==> src/rtl/pipe_stage_ctrl_pkg.sv <==
`default_nettype none
// ============================================================================
// Package : pipe_stage_ctrl_pkg
// Brief   : Opcode constants, stage record and memory-op decode helpers.
// Rev     : 1.0
// ============================================================================
package pipe_stage_ctrl_pkg;

   localparam int CPU_OP_W  = 5;
   localparam int CPU_REG_W = 5;

   typedef logic [CPU_OP_W-1:0]  op_t;
   typedef logic [CPU_REG_W-1:0] reg_t;

   localparam op_t OP_LOAD  = 5'b01101;
   localparam op_t OP_STORE = 5'b01110;
   localparam op_t OP_PUSH  = 5'b01111;
   localparam op_t OP_POP   = 5'b10000;
   localparam op_t OP_NOP   = 5'b11111;

   typedef struct packed {
      op_t  op;
      reg_t regX;
      reg_t regIn0;
      reg_t regIn1;
      reg_t regData;
   } stage_t;

   localparam stage_t NOP_STAGE = '{op: OP_NOP, regX: '0, regIn0: '0, regIn1: '0, regData: '0};

   typedef enum logic [0:0] {
      MEM_IDLE = 1'b0,
      MEM_BUSY = 1'b1
   } mem_state_e;

   function automatic logic is_mem(input op_t op);
      return (op == OP_LOAD) || (op == OP_STORE) || (op == OP_PUSH) || (op == OP_POP);
   endfunction

   function automatic logic is_rd(input op_t op);
      return (op == OP_LOAD) || (op == OP_POP);
   endfunction

endpackage
`default_nettype wire

==> src/rtl/pipe_stage_ctrl_mem_handshake_fsm.sv <==
`default_nettype none
// ============================================================================
// Module : mem_handshake_fsm
// Brief  : M-stage memory request/ack handshake with saturating timeout.
// Rev    : 1.0
// ============================================================================
module mem_handshake_fsm
   import pipe_stage_ctrl_pkg::*;
#(
   parameter int MEM_TIMEOUT = 16
) (
   input  logic clk,
   input  logic rst,
   input  logic m_is_mem_i,
   input  logic mem_ack_i,
   output logic mem_req_o,
   output logic mw_stall_o,
   output logic done_o,
   output logic mem_err_o
);

   localparam int               CNT_W    = $clog2(MEM_TIMEOUT) + 1;
   localparam logic [CNT_W-1:0] CNT_LAST = CNT_W'(MEM_TIMEOUT - 1);

   mem_state_e       state_q, state_d;
   logic [CNT_W-1:0] cnt_q, cnt_d;
   logic             timeout_w;

   assign timeout_w = (cnt_q == CNT_LAST);

   always_ff @(posedge clk) begin
      if (rst) begin
         state_q <= MEM_IDLE;
         cnt_q   <= '0;
      end else begin
         state_q <= state_d;
         cnt_q   <= cnt_d;
      end
   end

   always_comb begin
      state_d   = state_q;
      cnt_d     = cnt_q;
      mem_req_o = 1'b0;
      done_o    = 1'b0;
      mem_err_o = 1'b0;
      case (state_q)
         MEM_IDLE: begin
            if (m_is_mem_i) begin
               mem_req_o = 1'b1;
               if (mem_ack_i) begin
                  done_o = 1'b1;
               end else begin
                  state_d = MEM_BUSY;
                  cnt_d   = '0;
               end
            end
         end
         MEM_BUSY: begin
            mem_req_o = 1'b1;
            // A real ack in the timeout cycle wins, so its data is kept.
            if (mem_ack_i) begin
               done_o  = 1'b1;
               state_d = MEM_IDLE;
            end else if (timeout_w) begin
               done_o    = 1'b1;
               mem_err_o = 1'b1;
               state_d   = MEM_IDLE;
            end else if (cnt_q != '1) begin
               cnt_d = cnt_q + 1'b1;
            end
         end
         default: state_d = MEM_IDLE;
      endcase
   end

   assign mw_stall_o = mem_req_o & ~done_o;

endmodule
`default_nettype wire

==> src/rtl/pipe_stage_ctrl.sv <==
`default_nettype none
// ============================================================================
// Module : pipe_stage_ctrl
// Brief  : D/X/M/W instruction-field pipeline with stall/bubble/flush control.
// Rev    : 1.0
// ============================================================================
module pipe_stage_ctrl
   import pipe_stage_ctrl_pkg::*;
#(
   parameter int MEM_TIMEOUT = 16,
   parameter int OP_W        = 5,
   parameter int REG_W       = 5
) (
   input  logic             clk,
   input  logic             rst,
   input  logic [OP_W-1:0]  dec_op,
   input  logic [REG_W-1:0] dec_regX,
   input  logic [REG_W-1:0] dec_regIn0,
   input  logic [REG_W-1:0] dec_regIn1,
   input  logic [REG_W-1:0] dec_regData,
   output logic             dec_ready,
   input  logic             flush,
   input  logic             fd_stall,
   input  logic             dx_stall,
   input  logic             xm_stall,
   output logic [OP_W-1:0]  d_op,
   output logic [REG_W-1:0] d_regIn0,
   output logic [REG_W-1:0] d_regIn1,
   output logic [OP_W-1:0]  x_op,
   output logic [REG_W-1:0] x_regX,
   output logic [REG_W-1:0] x_regIn0,
   output logic [REG_W-1:0] x_regIn1,
   output logic [OP_W-1:0]  m_op,
   output logic [REG_W-1:0] m_regX,
   output logic [REG_W-1:0] m_regData,
   output logic [OP_W-1:0]  w_op,
   output logic [REG_W-1:0] w_regOut,
   output logic             mem_req,
   input  logic             mem_ack,
   input  logic [31:0]      mem_rdata,
   output logic [31:0]      w_rdata,
   output logic             MW_stall,
   output logic             valid,
   output logic             mem_err
);

   stage_t      d_q, d_d, x_q, x_d;
   op_t         m_op_q, m_op_d, w_op_q, w_op_d;
   reg_t        m_regX_q, m_regX_d, m_regData_q, m_regData_d;
   reg_t        w_regX_q, w_regX_d;
   logic [31:0] w_rdata_q, w_rdata_d;
   logic        valid_q, valid_d;
   logic        flush_pend_q, flush_pend_d;

   stage_t      dec_stage_w;
   logic        d_load_w;
   logic        done_w;

   mem_handshake_fsm #(
      .MEM_TIMEOUT (MEM_TIMEOUT)
   ) u_mem_fsm (
      .clk        (clk),
      .rst        (rst),
      .m_is_mem_i (is_mem(m_op_q) && (m_op_q != OP_NOP)),
      .mem_ack_i  (mem_ack),
      .mem_req_o  (mem_req),
      .mw_stall_o (MW_stall),
      .done_o     (done_w),
      .mem_err_o  (mem_err)
   );

   assign dec_stage_w = '{op: dec_op, regX: dec_regX, regIn0: dec_regIn0,
                          regIn1: dec_regIn1, regData: dec_regData};
   // D only takes new work when no stall of any depth is holding it.
   assign d_load_w    = ~(MW_stall | xm_stall | dx_stall | fd_stall);
   assign dec_ready   = d_load_w;

   always_ff @(posedge clk) begin
      if (rst) begin
         d_q          <= NOP_STAGE;
         x_q          <= NOP_STAGE;
         m_op_q       <= OP_NOP;
         m_regX_q     <= '0;
         m_regData_q  <= '0;
         w_op_q       <= OP_NOP;
         w_regX_q     <= '0;
         w_rdata_q    <= '0;
         valid_q      <= 1'b0;
         flush_pend_q <= 1'b0;
      end else begin
         d_q          <= d_d;
         x_q          <= x_d;
         m_op_q       <= m_op_d;
         m_regX_q     <= m_regX_d;
         m_regData_q  <= m_regData_d;
         w_op_q       <= w_op_d;
         w_regX_q     <= w_regX_d;
         w_rdata_q    <= w_rdata_d;
         valid_q      <= valid_d;
         flush_pend_q <= flush_pend_d;
      end
   end

   always_comb begin
      d_d          = d_q;
      x_d          = x_q;
      m_op_d       = m_op_q;
      m_regX_d     = m_regX_q;
      m_regData_d  = m_regData_q;
      w_op_d       = OP_NOP;
      w_regX_d     = '0;
      w_rdata_d    = w_rdata_q;
      valid_d      = 1'b0;
      flush_pend_d = d_load_w ? 1'b0 : (flush_pend_q | flush);
      if (!MW_stall) begin
         w_op_d   = m_op_q;
         w_regX_d = m_regX_q;
         if (is_rd(m_op_q)) begin
            valid_d   = 1'b1;
            w_rdata_d = mem_err ? 32'h0 : mem_rdata;
         end
         if (xm_stall) begin
            m_op_d      = OP_NOP;
            m_regX_d    = '0;
            m_regData_d = '0;
         end else begin
            m_op_d      = x_q.op;
            m_regX_d    = x_q.regX;
            m_regData_d = x_q.regData;
            if (dx_stall) begin
               x_d = NOP_STAGE;
            end else begin
               x_d = d_q;
               if (!fd_stall) begin
                  d_d = (flush || flush_pend_q) ? NOP_STAGE : dec_stage_w;
               end
            end
         end
      end
   end

   assign d_op      = d_q.op;
   assign d_regIn0  = d_q.regIn0;
   assign d_regIn1  = d_q.regIn1;
   assign x_op      = x_q.op;
   assign x_regX    = x_q.regX;
   assign x_regIn0  = x_q.regIn0;
   assign x_regIn1  = x_q.regIn1;
   assign m_op      = m_op_q;
   assign m_regX    = m_regX_q;
   assign m_regData = m_regData_q;
   assign w_op      = w_op_q;
   assign w_regOut  = w_regX_q;
   assign w_rdata   = w_rdata_q;
   assign valid     = valid_q;

endmodule
`default_nettype wire

==> config.mk <==
export PLATFORM = sky130hd
export DESIGN_NAME = pipe_stage_ctrl
export DESIGN_NICKNAME = d
export VERILOG_FILES = /design/src/rtl/pipe_stage_ctrl_pkg.sv /design/src/rtl/pipe_stage_ctrl_mem_handshake_fsm.sv /design/src/rtl/pipe_stage_ctrl.sv
export SDC_FILE = /design/constraint.sdc
export NUM_CORES = 1
export LEC_CHECK = 0
export CORE_ASPECT_RATIO = 1.75
export CORE_MARGIN = 1
export CORE_UTILIZATION = 35
export DETAILED_ROUTE_END_ITERATION = 12
export PLACE_DENSITY = 0.71
export REMOVE_ABC_BUFFERS = 1
export SLEW_MARGIN = 20
export SYNTH_ARGS = -nofsm -noshare
export SYNTH_HDL_FRONTEND = slang
export SYNTH_HIERARCHICAL = 1
export SYNTH_SLANG_ARGS = --single-unit
==> constraint.sdc <==
create_clock -name clk -period 5.7 [get_ports clk]
set_input_delay 1.14 -clock clk [delete_from_list [all_inputs] [get_ports clk]]
set_output_delay 1.14 -clock clk [all_outputs]
set_load 0.005 [all_outputs]
After elaboration in Yosys (flattened, before gate mapping). Index checks and enable logic that the tools add are counted.

Add/sub/neg operators: 1. Eq/ne operators: 12. Multiplexer cells: 27. Bitwise operators: 12. Reductions and logical operators: 12.

Operators by type and width (number): $mux W25 (2); $mux W5 (8); $mux W32 (1); $eq A5 B4 Y1 const B (4); $mux W1 (12); $ne A5 B5 Y1 const B (2); $pmux W5 S2 (1); $ne A2 B2 Y1 const B (4); $not A1 Y1 (7); $pmux W1 S2 (3); $add A5 B1 Y5 const B (1); $eq A5 B5 Y1 const B (1); $logic_or A1 B1 Y1 (5); $reduce_and A5 Y1 (1); $or A1 B1 Y1 (4); $reduce_and A2 Y1 (2); $reduce_and A4 Y1 (1); $reduce_or A2 Y1 (2); $ne A2 B1 Y1 const B (1); $and A1 B1 Y1 (1); $logic_and A1 B1 Y1 (1).

Flip-flop bits (word level): 115. Input bits: 64. Output and inout port bits: 97.

Depth between registers and ports, before layout. Gate-level depths: netlist of the first run.

Depth in word-level cells: 14. Mapped depth: 11.

Hierarchy. Netlist of the first run, hierarchy kept.

Modules (own cells, without submodules): pipe_stage_ctrl (times used 1, cells an instance 503, area an instance 4664.5 um^2, seq. area each 2182.1 um^2); mem_handshake_fsm (times used 1, cells an instance 41, area an instance 367.9 um^2, seq. area each 120.1 um^2).

Worst setup path before layout of the first run. OpenSTA, ideal clock, no wires.

Path kind: input-to-output. Start point: in mem_ack. End point: out dec_ready. Arrival time: 2.120 ns. Data required time: 4.560 ns. Slack: 2.440 ns. Stages: 5. Buffers on the path: 2. Cell sequence: nor3b_1 -> or4_4 -> buf_6 -> inv_8 -> buf_8.

Cells in the longest elaborated chain, start to end: 9. Elaborated cells on any way between the ends: 10. Those cells by class: mux: 4; bitwise: 6.

Ends and longest elaborated chain: from (decl) (line pipe_stage_ctrl.sv:39) `input logic mem_ack,`; $mux W1 (line pipe_stage_ctrl_mem_handshake_fsm.sv:51) `if (mem_ack_i) begin`; $mux W1 (line pipe_stage_ctrl_mem_handshake_fsm.sv:49) `if (m_is_mem_i) begin`; $pmux W1 S2 (*) (line pipe_stage_ctrl_mem_handshake_fsm.sv:47) `case (state_q)`; $not A1 Y1 (*) (line pipe_stage_ctrl_mem_handshake_fsm.sv:77) `assign mw_stall_o = mem_req_o & ~done_o;`; $and A1 B1 Y1 (*) (line pipe_stage_ctrl_mem_handshake_fsm.sv:77); $or A1 B1 Y1 (*) (3 in a row) (line pipe_stage_ctrl.sv:75) `assign d_load_w = ~(MW_stall | xm_stall | dx_stall | fd_stall);`; $not A1 Y1 (no source line) (*); to (decl) (line pipe_stage_ctrl.sv:21) `output logic dec_ready,`.

Mark *: on every way between the ends. The rest lies on a longest branch, timed or not.

Worst setup path after layout of the first run. Same ends and word-level chain as after synthesis.

==> results of run 1 <==
==> report_power, final <==
part	internal [mW]	leakage [nW]	switching (mW)	total [mW]
Combinational	0.0664	1.46	0.0482	0.115
Clock	0.703	0.293	0.391	1.09
Sequential	0.809	0.928	0.00332	0.812
Total	1.58	2.68	0.443	2.02
==> state kept, by name, indices dropped and copies added (netlist names), 5 cells and up <==
name	flops
d_op	5
d_q	10
d_regIn0	5
d_regIn1	5
m_op	5
m_regData	5
m_regX	5
u_mem_fsm/cnt_q	5
w_op	5
w_rdata	32
w_regOut	5
x_op	5
x_q	5
x_regIn0	5
x_regIn1	5
x_regX	5
==> through the flow <==
step                cell area, um^2  std cells
floorplan                      4520        463
global placement               6400        806
detailed placement             6400        806
CTS                            7010        838
global route                   7010        838
finish                         7010        838
==> layer usage <==
layer,up-vias,track usage
li1,2027,-
met1,1949,0.190
met3,25,0.0459
met5,-,0
met2,118,0.324
met4,0,0.0888
==> worst max-delay path, cell delays in order <==
cell and delay, ns:
clkdlybuf4s50_1 0.61, nor3b_2 0.10, or4_4 0.73, inv_8 0.22, clkdlybuf4s50_1 0.53
==> cell type report <==
| type | count | area (um^2) |
|---|---|---|
| well taps | 177 | 221 |
| flip-flops and latches | 115 | 2300 |
| clock buffers | 18 | 439 |
| clock inverters | 14 | 179 |
| fillers | 1311 | 6890 |
| repair buffers | 166 | 1640 |
| multi-input cells | 345 | 2210 |
| inverters | 3 | 18.8 |
==> path summary, 6_finish.rpt <==
check,slack [ns],end,depth (start not counted),start
worst max-delay path,1.21,dec_ready,5,mem_ack
worst min register to register,0.45,x_q[4],2,x_q[4]
worst min-delay path,0.45,x_q[4],2,x_q[4]
worst max register to register,2.51,w_rdata[25],9,u_mem_fsm/cnt_q[0]
==> impl_metrics.py, run 1 <==
metrics = {
    "status": {
        "status": "complete, no violations",
    },
    "cts": {
        "path_clk_slew_ns": 0.05,
        "cts.path.max_buffers": 2,
        "cts_root_buffer": "clkbuf_16",
        "cts_tree": "built",
        "cts_setup_buffers": 0,
        "clkLatencyLatePin_ns": 0.41,
        "htree_num_levels": 4,
        "numCtsBuffers": 17,
        "clock_sinks": 115,
        "hold_buffers": 0,
        "post_cts_resize_count": 0,
    },
    "worst_setup_path": {
        "critPathArrivalTime_ns": 3.35,
        "path_max_fanout": 27,
        "crit_type": "input pin to output pin",
        "worst_setup_path_start_kind": "input pin",
        "crit_required_ns": 4.56,
        "end_kind": "output pin",
    },
    "floorplanning": {
        "die_w_um": 92.5,
        "initial_utilization": 0.361,
        "rows": 57,
        "coreArea_um2": 13900,
        "dieArea_um2": 14800,
        "die_h_um": 160,
        "io_pins": 161,
    },
    "routing": {
        "final_antenna_net_count": 0,
        "via_count": 4119,
        "finalWirelength_um": 13000,
        "wl_per_cell_um": 15.5,
        "drcViolationCount": 0,
        "met2_wirelength_um": 7110,
        "drtPass1Iterations": 4,
        "vias_per_cell": 4.92,
        "met3_length_um": 575,
        "highest_layer": "met4",
        "met1_length_um": 4980,
        "drt_iter0_markers": 215,
    },
    "sta": {
        "finalMaxSlewViolations": 0,
        "maxSlewHeadroom": 0.318,
        "fin_crit_ns": 4.49,
        "hold_violations": 0,
        "timing.final.crit_share": 0.788,
        "holdWs_ns": 0.447,
        "rsz0062_at_grt": "false",
        "fmax_mhz": 223,
        "worstMarginPinSlew_ns": 1.02,
        "fin_setup_tns_ns": 0,
        "finalSetupViolCount": 0,
        "skew_ns": 0.0105,
        "setup_slack_ns": 1.21,
    },
    "power_and_ir_drop": {
        "power_mw": 2.02,
        "p_leak_nw": 2.68,
        "ir_drop_uv": 192,
        "power-per-cell-area_nw_per_um2": 288,
    },
    "global_route": {
        "globalRoute.totalOverflow": 0,
        "grt_max_degree": 89,
        "grt_pass1_vias": 4094,
        "grtUsageTotal": 0.180,
        "grt_pass1_wl_um": 20700,
        "antenna_found_initial": 0,
    },
    "cells_and_area": {
        "area_growth_pct": 39.7,
        "fin_util": 0.504,
        "diodes": 0,
        "final_cell_mix": "159 x clkdlybuf4s50_1, 115 x dfxtp_1, 54 x a21oi_1",
        "layout_commonest_cell": "clkdlybuf4s50_1",
        "final_layout_size_suffix_gt1_frac": 0.124,
        "nets": 715,
    },
    "job": {
        "cap_violations": 0,
    },
    "place": {
        "dp_hpwl_um": 8940,
        "gp_congestion": 0.803,
        "port_buffers": 160,
        "pre_cts_ws_ns": 1.21,
    },
    "yosys": {
        "syn_avg_cell_area_um2": 9.28,
        "syn_area_um2": 5020,
        "synthCells": 541,
        "yosysWarningCount": 6,
    },
    "min_path": {
        "hp-class": "flip-flop to flip-flop",
    },
}
Note: power is estimated with default switching activity, not from simulation.
==> run 2: changes to the inputs <==
==> constraint.sdc (replaced) <==
create_clock -name clk -period 4.6 [get_ports clk]
set_input_delay 0.92 -clock clk [delete_from_list [all_inputs] [get_ports clk]]
set_output_delay 0.92 -clock clk [all_outputs]
set_load 0.005 [all_outputs]
==> run 2 against run 1 <==
Net effect: via count down 0.27%; largest cell class unchanged; final area about the same; first-iteration DRC count down 4.7%; die area unchanged; critical path depth up 3; clock skew up 0.0026 ns; sequential share of layout area about the same; total power up 22%; setup slack worse by 0.81 ns; largest power group unchanged; utilization about the same; sequential power up 24%.
==> impl_metrics.py, run 2 (synthesis results as in run 1) <==
metrics = {
    "routing": {
        "final_antenna_net_count": 0,
        "drcViolationCount": 0,
        "vias_per_cell": 4.89,
        "via_count": 4108,
        "wl_per_cell_um": 15.3,
        "drt_iter0_markers": 205,
        "finalWirelength_um": 12900,
        "drtPass1Iterations": 5,
    },
    "job": {
        "cap_violations": 0,
    },
    "place": {
        "pre_cts_ws_ns": 0.519,
        "gp_congestion": 0.792,
        "dp_hpwl_um": 8900,
        "place_inst": 808,
        "port_buffers": 160,
    },
    "cts": {
        "htree_num_levels": 4,
        "post_cts_resize_count": 0,
        "cts_root_buffer": "clkbuf_16",
        "clock_sinks": 115,
        "cts_tree": "built",
        "clkLatencyLatePin_ns": 0.40,
        "path_clk_slew_ns": 0.05,
        "cts_setup_buffers": 0,
        "hold_buffers": 0,
        "numCtsBuffers": 17,
        "cts.path.max_buffers": 2,
    },
    "power_and_ir_drop": {
        "power-per-cell-area_nw_per_um2": 352,
        "ir_drop_uv": 217,
        "power_mw": 2.47,
        "p_leak_nw": 2.70,
    },
    "cells_and_area": {
        "layout_commonest_cell": "clkdlybuf4s50_1",
        "largest_reg_flops": 32,
        "final_layout_size_suffix_gt1_frac": 0.121,
        "fin_util": 0.505,
        "final_cell_mix": "159 x clkdlybuf4s50_1, 115 x dfxtp_1, 54 x a21oi_1",
        "fin_cells": 840,
        "area_growth_pct": 39.9,
        "nets": 717,
    },
    "sta": {
        "maxSlewHeadroom": 0.307,
        "setup_slack_ns": 0.397,
        "fmax_mhz": 238,
        "hold_violations": 0,
        "fin_setup_tns_ns": 0,
        "finalMaxSlewViolations": 0,
        "worstMarginPinSlew_ns": 1.04,
        "rsz0062_at_grt": "false",
        "skew_ns": 0.0131,
        "fin_crit_ns": 4.20,
        "finalSetupViolCount": 0,
        "timing.final.crit_share": 0.914,
    },
    "min_path": {
        "worst_hold_path.endpoint": "x_q[2]",
        "hold_depth": 2,
        "hold_start": "x_q[2]",
        "hp-class": "flip-flop to flip-flop",
    },
    "worst_setup_path": {
        "r2r_cells": 9,
        "crit_top_cell": "ha_1",
        "r2r_end": "w_rdata[17]",
        "ff2ff_setup_slack_ns": 1.41,
        "rr_startpoint": "m_op[4]",
        "crit_slowest_cell": "or4_4",
        "critPathMaxStageDelay_ns": 0.74,
        "path_max_fanout": 27,
        "crit_type": "flip-flop to output pin",
        "crit_required_ns": 3.68,
        "end_kind": "output pin",
        "cp_cell_sequence": "ha_1 > and3_1 > ha_1 > nand2_1 > nor3b_2 > or4_4 > inv_8 > clkdlybuf4s50_1",
        "worst_setup_path_start_kind": "flip-flop",
        "critPathArrivalTime_ns": 3.28,
    },
    "global_route": {
        "grt_pass1_wl_um": 20300,
        "globalRoute.totalOverflow": 0,
        "antenna_found_initial": 1,
        "grt_max_degree": 109,
        "grt_pass1_vias": 3962,
        "grtUsageTotal": 0.176,
    },
    "floorplanning": {
        "die_w_um": 92.5,
        "initial_utilization": 0.361,
        "die_h_um": 160,
        "rows": 57,
        "io_pins": 161,
        "coreArea_um2": 13900,
        "dieArea_um2": 14800,
    },
    "status": {
        "status": "complete, no violations",
    },
}
[run 2: critical path: cells and delay by family, from the launching register on]
| family | cells | cell delay, ns |
|---|---|---|
| fa+ha+maj | 2 | 0.46 |
| buf+inv | 2 | 0.75 |
| flops | 1 | 0.40 |
| simple gates | 4 | 1.26 |
[run 2: per-stage QoR]
step / area (um^2) / hold WS, ns
detailed placement: 6420 / 0.442
CTS: 7020 / 0.451
floorplan: 4520 / 0.421
global placement: 6420 / 0.436
finish: 7020 / 0.446
global route: 7020 / 0.471
[run 2: cell type report]
class                           count  area (um^2)
Inverter                            3         18.8
Timing Repair Buffer              168         1670
Clock inverter                      9          130
Clock buffer                       22          464
Fill cell                        1307         6890
Antenna cell                        1         2.50
Multi-Input combinational cell    345         2210
Tap cell                          177          221
Sequential cell                   115         2300
[run 2: worst max-delay path by stage]
stage	start	end	slack, ns	depth (start not counted)
2_1_floorplan	m_op[4]	w_rdata[0]	-0.36	7
3_3_place_gp	mem_ack	dec_ready	0.55	5
3_5_place_dp	mem_ack	dec_ready	0.52	5
4_1_cts	u_mem_fsm/cnt_q[0]	dec_ready	0.38	8
5_1_grt	u_mem_fsm/cnt_q[0]	dec_ready	0.22	8
6_report	u_mem_fsm/cnt_q[0]	dec_ready	0.40	8
[run 2: report_power, final]
group / switching [mW] / total, mW / internal (mW)
sequential: 0.00372 / 1.01 / 1.00
combinational: 0.0586 / 0.141 / 0.0828
clock: 0.445 / 1.32 / 0.876
total: 0.507 / 2.47 / 1.96
[run 2: layer usage]
layer  share of wire  global-route usage  vias to the layer above
li1                -                   -                     2027
met1            0.39               0.195                     1928
met2            0.53               0.308                      128
met3           0.042              0.0402                       25
met4           0.034              0.0909                        0
met5               0                   0                        -
